$ cat src/rtl/sum_differencer.sv
// Recovers addends from a stream of signed running sums: d[n] = s[n] - s[n-1].
// Flags borrow/signed overflow per sample; halts on overflow until clear or reset.
module sum_differencer #(
  parameter int WIDTH      = 8,
  parameter int CNT_W      = 8,
  parameter int PRIME_ZERO = 1
) (
  input  logic             clk,
  input  logic             rst,
  input  logic             clear,
  input  logic             in_valid,
  input  logic [WIDTH-1:0] sum_in,
  output logic [WIDTH-1:0] d_out,
  output logic             d_valid,
  output logic [WIDTH-1:0] prev,
  output logic             borrow,
  output logic             overflow,
  output logic             halted,
  output logic [CNT_W-1:0] count
);

  typedef enum logic [1:0] {PRIME, RUN, HALT} state_t;

  state_t           r_state;
  logic [WIDTH-1:0] r_d_out;
  logic             r_d_valid;
  logic [WIDTH-1:0] r_prev;
  logic             r_borrow;
  logic             r_overflow;
  logic [CNT_W-1:0] r_count;

  logic [WIDTH:0]   w_diff;
  logic             w_ovf;
  logic             w_cnt_sat;
  logic             w_emit;

  // prev is always zero in PRIME (reset/clear zero it), so one subtractor serves both states.
  assign w_diff    = {1'b0, sum_in} - {1'b0, r_prev};
  assign w_ovf     = (r_prev[WIDTH-1] != sum_in[WIDTH-1]) &&
                     (w_diff[WIDTH-1] != sum_in[WIDTH-1]);
  assign w_cnt_sat = (r_count == {CNT_W{1'b1}});
  assign w_emit    = in_valid && ((r_state == RUN) ||
                                  ((r_state == PRIME) && (PRIME_ZERO != 0)));

  always_ff @(posedge clk or negedge rst) begin
    if (!rst) begin
      r_state    <= PRIME;
      r_d_out    <= '0;
      r_d_valid  <= 1'b0;
      r_prev     <= '0;
      r_borrow   <= 1'b0;
      r_overflow <= 1'b0;
      r_count    <= '0;
    end else if (clear) begin
      r_state    <= PRIME;
      r_d_valid  <= 1'b0;
      r_prev     <= '0;
      r_borrow   <= 1'b0;
      r_overflow <= 1'b0;
      r_count    <= '0;
    end else begin
      r_d_valid <= 1'b0;
      if (w_emit) begin
        r_d_out    <= w_diff[WIDTH-1:0];
        r_borrow   <= w_diff[WIDTH];
        r_overflow <= w_ovf;
        r_d_valid  <= 1'b1;
        r_prev     <= sum_in;
        if (!w_cnt_sat) r_count <= r_count + 1'b1;
        r_state    <= w_ovf ? HALT : RUN;
      end else if (in_valid && (r_state == PRIME)) begin
        // Non-priming variant: first sample only seeds the reference.
        r_prev  <= sum_in;
        r_state <= RUN;
      end
    end
  end

  assign d_out    = r_d_out;
  assign d_valid  = r_d_valid;
  assign prev     = r_prev;
  assign borrow   = r_borrow;
  assign overflow = r_overflow;
  assign halted   = (r_state == HALT);
  assign count    = r_count;

endmodule

$ cat config.mk
export PLATFORM = sky130hd
export DESIGN_NAME = sum_differencer
export DESIGN_NICKNAME = d
export VERILOG_FILES = /design/src/rtl/sum_differencer.sv
export SDC_FILE = /design/constraint.sdc
export NUM_CORES = 1
export LEC_CHECK = 0
export BUFFER_PORTS_ARGS = -buffer_cell sky130_fd_sc_hd__buf_2
export CORE_ASPECT_RATIO = 1.1
export CORE_MARGIN = 2
export CORE_UTILIZATION = 52
export CTS_CLUSTER_SIZE = 28
export DETAILED_ROUTE_END_ITERATION = 7
export PLACE_DENSITY = 0.78
export SLEW_MARGIN = 40
export SYNTH_ARGS = -nofsm -noshare
export SYNTH_HDL_FRONTEND = slang
export SYNTH_SLANG_ARGS = --single-unit
$ cat constraint.sdc
create_clock -name clk -period 2 [get_ports clk]
set_input_delay 0.1 -clock clk [delete_from_list [all_inputs] [get_ports clk]]
set_output_delay 0.1 -clock clk [all_outputs]
set_load 0.005 [all_outputs]
==> metrics.yaml, run 1 <==
rsz0062_at_grt: "false"
tns_ps: 0
synth_nets: 185
p_per_area_nw_per_um2: 741
grt_pass1_vias: 1349
fmax_ghz: 0.532
grt_pass1_wl_um: 5980
crit_buf_inv: 0
num_vias: 1346
initial_core_util: 0.555
overflow: 0
worstSetupEndpointType: "flip-flop"
worstSetupPathType: "flip-flop to flip-flop"
yosys_warnings: 0
rows: 20
synthesis.area_um2: 1570
cts_root_buf: "clkbuf_4"
clockBufferDepth: 2
drt-initial-drc-count: 68
tightest_slew_ps: 640
reg2reg_from: "prev[0]$_DFFE_PN0P_"
cpPeakStageDelay_ps: 420
relSlewSlack: 0.573
post-cts-setup-buffers: 0
setup_viol: 0
antenna_found_initial: 0
placed_cell_area_um2: 1790
cts_buffers: 5
seq_area_frac_synth: 0.463
drt_drc_violations_left: 0
firstDrtPassIters: 4
io_buffer_count: 39
clk_pin_slew_worst_paths_ps: 90
cp_max_fo: 3
htree_levels: 2
async_flop_share: 1.00
gp_congestion: 0.876
holdWs_ps: 21.3
startpoint: "prev[0]$_DFFE_PN0P_"
path_delay_family: "adder cells"
syn_to_final_growth_pct: 20.9
power.leakage_uw: 0.000943
synth-edff-count: 0
cts_tree: "yes"
status: "completed"
irDropWorstVdd_uv: 525
syn_avg_cell_area_um2: 9.63
ios: 40
vias_per_cell: 5.54
netlist_instances: 163
routedWlPerCell_um: 14.3
yosysUniqueCellTypes: 44
nets: 232
nFillCells: 242
hpwl_um: 2570
worstHoldPathType: "input pin to flip-flop"
clock_sinks: 29
drv_slew: 0
die_w_um: 56.4
grt_usage: 0.231
dieArea_um2: 3470
layout_common_cells: "buf_2 (39), dfrtp_1 (29), nand2_1 (20)"
n_antenna_cell: 0
synth_ff_type: "dfrtp_1"
drive_gt1_frac: 0.267
period_needed_ps: 1880
start_kind: "flip-flop"
insertion_delay_ps: 330
core_um2: 2830
grt_start_max_net_pins: 30
fin_area_um2: 1900
worstHoldStart: "sum_in[4]"
ant_nets: 0
final_util: 0.671
fin_crit_sh: 0.940
hold_violations: 0
die_y_um: 61.6
cp_cell_sequence: "ha_1 > fa_1 > nor2b_2 > o31ai_2 > a21oi_2 > o21ai_0 > a22o_1"
critPathRequiredTime_ps: 2230
cp_slowest_cell: "fa_1"
arrival_ps: 2110
fin_worst_skew_ps: 6.14
final_common_cell: "buf_2"
drt_wl_total_um: 3470
synth_seq_cells: 29
maxCapViolations: 0
-- layout make-up --
| class | instances | area [um2] | area share |
|---|---|---|---|
| clock buffers | 7 | 55.1 | 0.0290 |
| inverters | 13 | 48.8 | 0.0257 |
| multi-input cells | 117 | 783 | 0.413 |
| flip-flops and latches | 29 | 726 | 0.383 |
| well taps | 33 | 41.3 | 0.0218 |
| repair buffers | 44 | 243 | 0.128 |
-- through the flow --
stage          setup WS [ps]  power, uW  cells
2_1_floorplan            239        902    163
3_3_place_gp             179       1030    232
3_5_place_dp            53.9       1050    232
4_1_cts                 41.6       1410    243
5_1_grt                 6.93       1500    243
6_report                 120       1410    243
-- synthesized netlist by cell type, types with 5 or more instances --
cell | instances | area (um2)
dfrtp_1 | 29 | 726
nand2_1 | 20 | 75.1
o21ai_0 | 18 | 90.1
nor2_1 | 14 | 52.6
inv_1 | 12 | 45.0
ha_1 | 9 | 113
xnor2_1 | 6 | 52.6
nor3_1 | 5 | 25.0
-- worst register-to-register path, cell delays in order, from the launching register on --
cell and delay, ps:
dfrtp_1 410, ha_1 220, fa_1 420, nor2b_2 180
o31ai_2 110, a21oi_2 160, o21ai_0 90, a22o_1 200
-- kinds of logic (layout without fill, tap and decap cells) --
logic type / after synthesis / after routing / share of synthesized area
AOI/OAI and AO/OA: 41 / 41 / 0.171
xor gates and xnor gates: 8 / 8 / 0.0447
adders and majority gates: 10 / 10 / 0.0845
buffers and inverters: 17 / 64 / 0.0454
DFF: 29 / 29 / 0.463
muxes: 1 / 1 / 0.00638
and+or+nand+nor: 57 / 57 / 0.185
-- state kept, by name, summed over array words and instances, names as in the netlist --
signal / cells
count: 8
borrow: 1
d_out: 8
prev: 8
d_valid: 1
r_state: 2
overflow: 1
-- final timing paths --
kind	endpoint	slack, ps	cells after the start
setup / recovery	borrow$_DFFE_PN0P_	120	7
hold / removal	prev[4]$_DFFE_PN0P_	20	3
setup reg to reg	borrow$_DFFE_PN0P_	120	7
hold reg to reg	d_out[1]$_DFFE_PN0P_	490	2
max in group asynchronous	prev[5]$_DFFE_PN0P_	1260	2
min in group asynchronous	prev[0]$_DFFE_PN0P_	320	2
-- routing by layer --
metal / up-vias / share of wire / global-route usage
met5: - / 0 / 0
li1: 661 / - / -
met2: 30 / 0.51 / 0.407
met4: 0 / 0.022 / 0.0952
met1: 648 / 0.43 / 0.277
met3: 7 / 0.041 / 0.0588
-- power breakdown --
group	internal, uW	leakage, uW	switching [uW]
Sequential	654	0.000383	43.1
Combinational	157	0.000529	190
Clock	166	0.0000314	196
Total	977	0.000943	428
-- repair_timing --
action	in CTS	in global routing
hold endpoints to repair	32	0
resized for setup	0	3
endpoints found under the setup margin	0	2
hold buffers	4	0
No activity file was read; power rests on OpenSTA's default activity.
==> run 2, diff against run 1 <==
--- a/config.mk
+++ b/config.mk
@@ -11,6 +11,7 @@
 export CORE_UTILIZATION = 52
 export CTS_CLUSTER_SIZE = 28
 export DETAILED_ROUTE_END_ITERATION = 7
+export HOLD_SLACK_MARGIN = 0.1
 export PLACE_DENSITY = 0.78
 export SLEW_MARGIN = 40
 export SYNTH_ARGS = -nofsm -noshare
==> run 2 against run 1 <==
Against the previous run:
- power rose by 0.62%
- utilization rose by 1.8 points
- register-to-register slack barely moved
- clock skew barely moved
- first-iteration DRC count fell by 13%
==> metrics.yaml, run 2 (synthesis gave the netlist of run 1 again) <==
htree_levels: 2
gp_congestion: 0.876
drt_drc_violations_left: 0
worstHoldPathType: "input pin to flip-flop"
tns_ps: 0
p_total_uw: 1410
num_vias: 1366
drt_wl_total_um: 3520
worstSetupPathType: "input pin to flip-flop"
maxCapViolations: 0
grt_usage: 0.235
clock_sinks: 29
status: "completed"
ios: 40
grt_start_max_net_pins: 30
fin_worst_skew_ps: 6.17
final_util: 0.688
tightest_slew_ps: 640
io_buffer_count: 39
core_um2: 2830
routedWlPerCell_um: 14.2
final_common_cell: "buf_2"
placed_cell_area_um2: 1790
rows: 20
critPathRequiredTime_ps: 2230
power.leakage_uw: 0.000964
hpwl_um: 2570
n_antenna_cell: 0
period_needed_ps: 1920
fmax_ghz: 0.522
nets: 237
cts_tree: "yes"
drv_slew: 0
setup_viol: 0
cts_root_buf: "clkbuf_4"
initial_core_util: 0.555
antenna_found_initial: 0
ff2ff_path_depth: 7
drt-initial-drc-count: 59
worstHoldStart: "sum_in[7]"
min_to: "r_state[1]$_DFFE_PN0P_"
fin_area_um2: 1950
p_per_area_nw_per_um2: 726
grt_pass1_wl_um: 6090
start_kind: "input pin"
overflow: 0
r2r-end: "borrow$_DFFE_PN0P_"
ant_nets: 0
drive_gt1_frac: 0.260
grt_pass1_vias: 1370
relSlewSlack: 0.573
post-cts-setup-buffers: 0
die_y_um: 61.6
vias_per_cell: 5.51
arrival_ps: 2140
clockBufferDepth: 2
r2r_slack_ps: 120
firstDrtPassIters: 4
die_w_um: 56.4
layout_common_cells: "buf_2 (39), dfrtp_1 (29), nand2_1 (20)"
syn_to_final_growth_pct: 24.1
cts_buffers: 5
reg2reg_from: "prev[0]$_DFFE_PN0P_"
hold_path_depth: 3
irDropWorstVdd_uv: 523
insertion_delay_ps: 330
hold_violations: 0
startpoint: "sum_in[4]"
fin_crit_sh: 0.958
cp_max_fo: 5
worstSetupEndpointType: "flip-flop"
clk_pin_slew_worst_paths_ps: 90
dieArea_um2: 3470
==> run 2: changes by cell type in the layout (fill, tap and decap cells not counted) <==
cell           previous run  this run
dlygate4sd3_1             4         9
==> run 2: power breakdown <==
part | leakage (uW) | internal [uW] | switching (uW) | total, uW
sequential | 0.000383 | 654 | 43.3 | 698
clock | 0.0000314 | 166 | 196 | 362
combinational | 0.000550 | 163 | 191 | 355
total | 0.000964 | 983 | 431 | 1410
==> run 2: per-layer routing <==
layer	GRT usage	up-vias	wire, um
met5	0	-	0
met4	0.0952	0	76
met3	0.0588	7	137
met2	0.417	33	1800
met1	0.280	655	1510
li1	-	671	-
==> run 2: through the flow <==
stage	setup slack, ps	cells	hold WS [ps]
after detailed placement	53.9	232	164
after CTS	32.8	248	108
after global placement	179	232	156
after global routing	-9.97	248	133
final	83.5	248	117
after floorplan	239	163	-196
==> run 2: worst max-delay path by stage <==
stage	to	slack, ps	cells past startpoint
2_1_floorplan	borrow$_DFFE_PN0P_	240	7
6_report	overflow$_DFFE_PN0P_	80	8
5_1_grt	d_out[6]$_DFFE_PN0P_	-10	10
4_1_cts	borrow$_DFFE_PN0P_	30	10
3_3_place_gp	borrow$_DFFE_PN0P_	180	7
3_5_place_dp	borrow$_DFFE_PN0P_	50	7
==> run 2: area by class of cell <==
class                      count  area (um2)
tap                           33        41.3
clock buffer                   7        55.1
timing repair buffer          49         293
fill                         234         881
multi-input combinational    117         783
inverter                      13        48.8
sequential                    29         726
==> run 2: timing repair <==
action | CTS | global route
hold endpoints to repair | 37 | 0
resized for setup | 0 | 3
hold buffers | 9 | 0
setup endpoints to repair | 0 | 2
==> run 2: worst max-delay path, cell delays in order <==
cell	delay (ps)
dlygate4sd3_1	530
buf_2	130
ha_1	350
a21o_1	200
a31o_1	260
a21oi_4	220
xnor2_1	100
a32o_1	260
==> run 3, diff against run 2 <==
==> constraint.sdc (replaced) <==
create_clock -name clk -period 2.11 [get_ports clk]
set_input_delay 0 -clock clk [delete_from_list [all_inputs] [get_ports clk]]
set_output_delay 0 -clock clk [all_outputs]
set_load 0.005 [all_outputs]
==> run 3 against run 2 <==
Against the previous run:
- utilization rose by 0.31 points
- non-clock buffer count rose by 2
- critical endpoint is now borrow$_DFFE_PN0P_
- worst hold slack gained 100 ps
- register-to-register slack improved by 30 ps
- clock skew increased by 0.92 ps
==> metrics.yaml, run 3 (synthesis gave the netlist of run 1 again) <==
gp_congestion: 0.876
routedWlPerCell_um: 14.1
arrival_ps: 2190
critPathRequiredTime_ps: 2340
relSlewSlack: 0.574
layout_common_cells: "buf_2 (39), dfrtp_1 (29), nand2_1 (20)"
overflow: 0
status: "completed"
startpoint: "prev[0]$_DFFE_PN0P_"
die_w_um: 56.4
cts_buffers: 5
drive_gt1_frac: 0.244
cts_tree: "yes"
setup_viol: 0
power.leakage_uw: 0.000971
drv_slew: 0
grt_usage: 0.237
drt_wl_total_um: 3520
rsz0062_at_grt: "false"
antenna_found_initial: 0
reg2reg_from: "prev[0]$_DFFE_PN0P_"
grt_start_max_net_pins: 30
fmax_ghz: 0.509
vias_per_cell: 5.46
hold_violations: 0
nFillCells: 234
cts_root_buf: "clkbuf_4"
post-cts-setup-buffers: 0
finalWorstSetupSlack_ps: 147
dp_cells: 232
crit_buf_inv: 0
p_per_area_nw_per_um2: 683
insertion_delay_ps: 330
final_util: 0.692
drt-initial-drc-count: 78
grt_pass1_wl_um: 6150
dp_slack_ps: 164
cp_max_fo: 3
nets: 239
core_um2: 2830
firstDrtPassIters: 4
grt_pass1_vias: 1390
worstHoldPathType: "input pin to async pin"
htree_levels: 2
holdWs_ps: 222
drt_drc_violations_left: 0
path_delay_family: "adder cells"
period_needed_ps: 1960
hpwl_um: 2570
ant_nets: 0
tns_ps: 0
irDropWorstVdd_uv: 494
fin_crit_sh: 0.930
clock_sinks: 29
io_buffer_count: 39
cpPeakStageDelay_ps: 410
ios: 40
rows: 20
clk_pin_slew_worst_paths_ps: 90
dieArea_um2: 3470
clockBufferDepth: 2
cts_resized: 0
final_common_cell: "buf_2"
start_kind: "flip-flop"
maxCapViolations: 0
worstSetupEndpointType: "flip-flop"
tightest_slew_ps: 640
n_antenna_cell: 0
syn_to_final_growth_pct: 24.6
initial_core_util: 0.555
num_vias: 1364
fin_worst_skew_ps: 7.09
layout.cells.non_filler: 250
worstSetupPathType: "flip-flop to flip-flop"
die_y_um: 61.6
cp_slowest_cell: "dfrtp_1"
cp_cell_sequence: "ha_1 > fa_1 > nor2b_1 > o31ai_1 > a21oi_1 > o21ai_0 > a22o_1"
[run 3: where the power goes]
part	internal (uW)	switching (uW)	leakage, uW
Sequential	620	40.9	0.000383
Clock	157	185	0.0000314
Combinational	155	178	0.000557
Total	932	404	0.000971
[run 3: worst paths after layout]
check | endpoint | slack (ps) | cells after the start
worst max-delay path | borrow$_DFFE_PN0P_ | 150 | 7
worst min-delay path | prev[0]$_DFFE_PN0P_ | 220 | 2
worst max register to register | borrow$_DFFE_PN0P_ | 150 | 7
worst min register to register | d_out[7]$_DFFE_PN0P_ | 490 | 2
max in group asynchronous | prev[5]$_DFFE_PN0P_ | 1470 | 2
min in group clk | prev[3]$_DFFE_PN0P_ | 440 | 4
[run 3: metrics by stage]
step	total power, uW	instance area (um2)
after detailed placement	991	1790
after CTS	1350	1960
after global routing	1420	1960
after global placement	974	1790
after floorplan	855	1570
final	1340	1960
[run 3: area by class of cell]
| class | count | area (um2) | share of cell area |
|---|---|---|---|
| multi-input cells | 117 | 772 | 0.395 |
| flip-flops and latches | 29 | 726 | 0.371 |
| repair buffers | 51 | 313 | 0.160 |
| clock buffers | 7 | 55.1 | 0.0282 |
| inverters | 13 | 48.8 | 0.0250 |
| well taps | 33 | 41.3 | 0.0211 |
[run 3: worst register-to-register path: cells and delay by family (launching register included)]
family | cells | cell delay, ps
flops | 1 | 410
compound gates | 4 | 620
simple gates | 1 | 200
fa+ha+maj | 2 | 630
[run 3: layer usage]
metal | GRT usage | share of wire | wire length [um]
met2 | 0.427 | 0.52 | 1820
met1 | 0.279 | 0.42 | 1470
met5 | 0 | 0 | 0
met4 | 0.0952 | 0.022 | 77
met3 | 0.0588 | 0.042 | 148
[run 3: timing repair]
action / 4_1_cts / 5_1_grt
hold buffers: 11 / 0
endpoints found under the setup margin: 0 / 0
endpoints found under the hold margin: 46 / 0
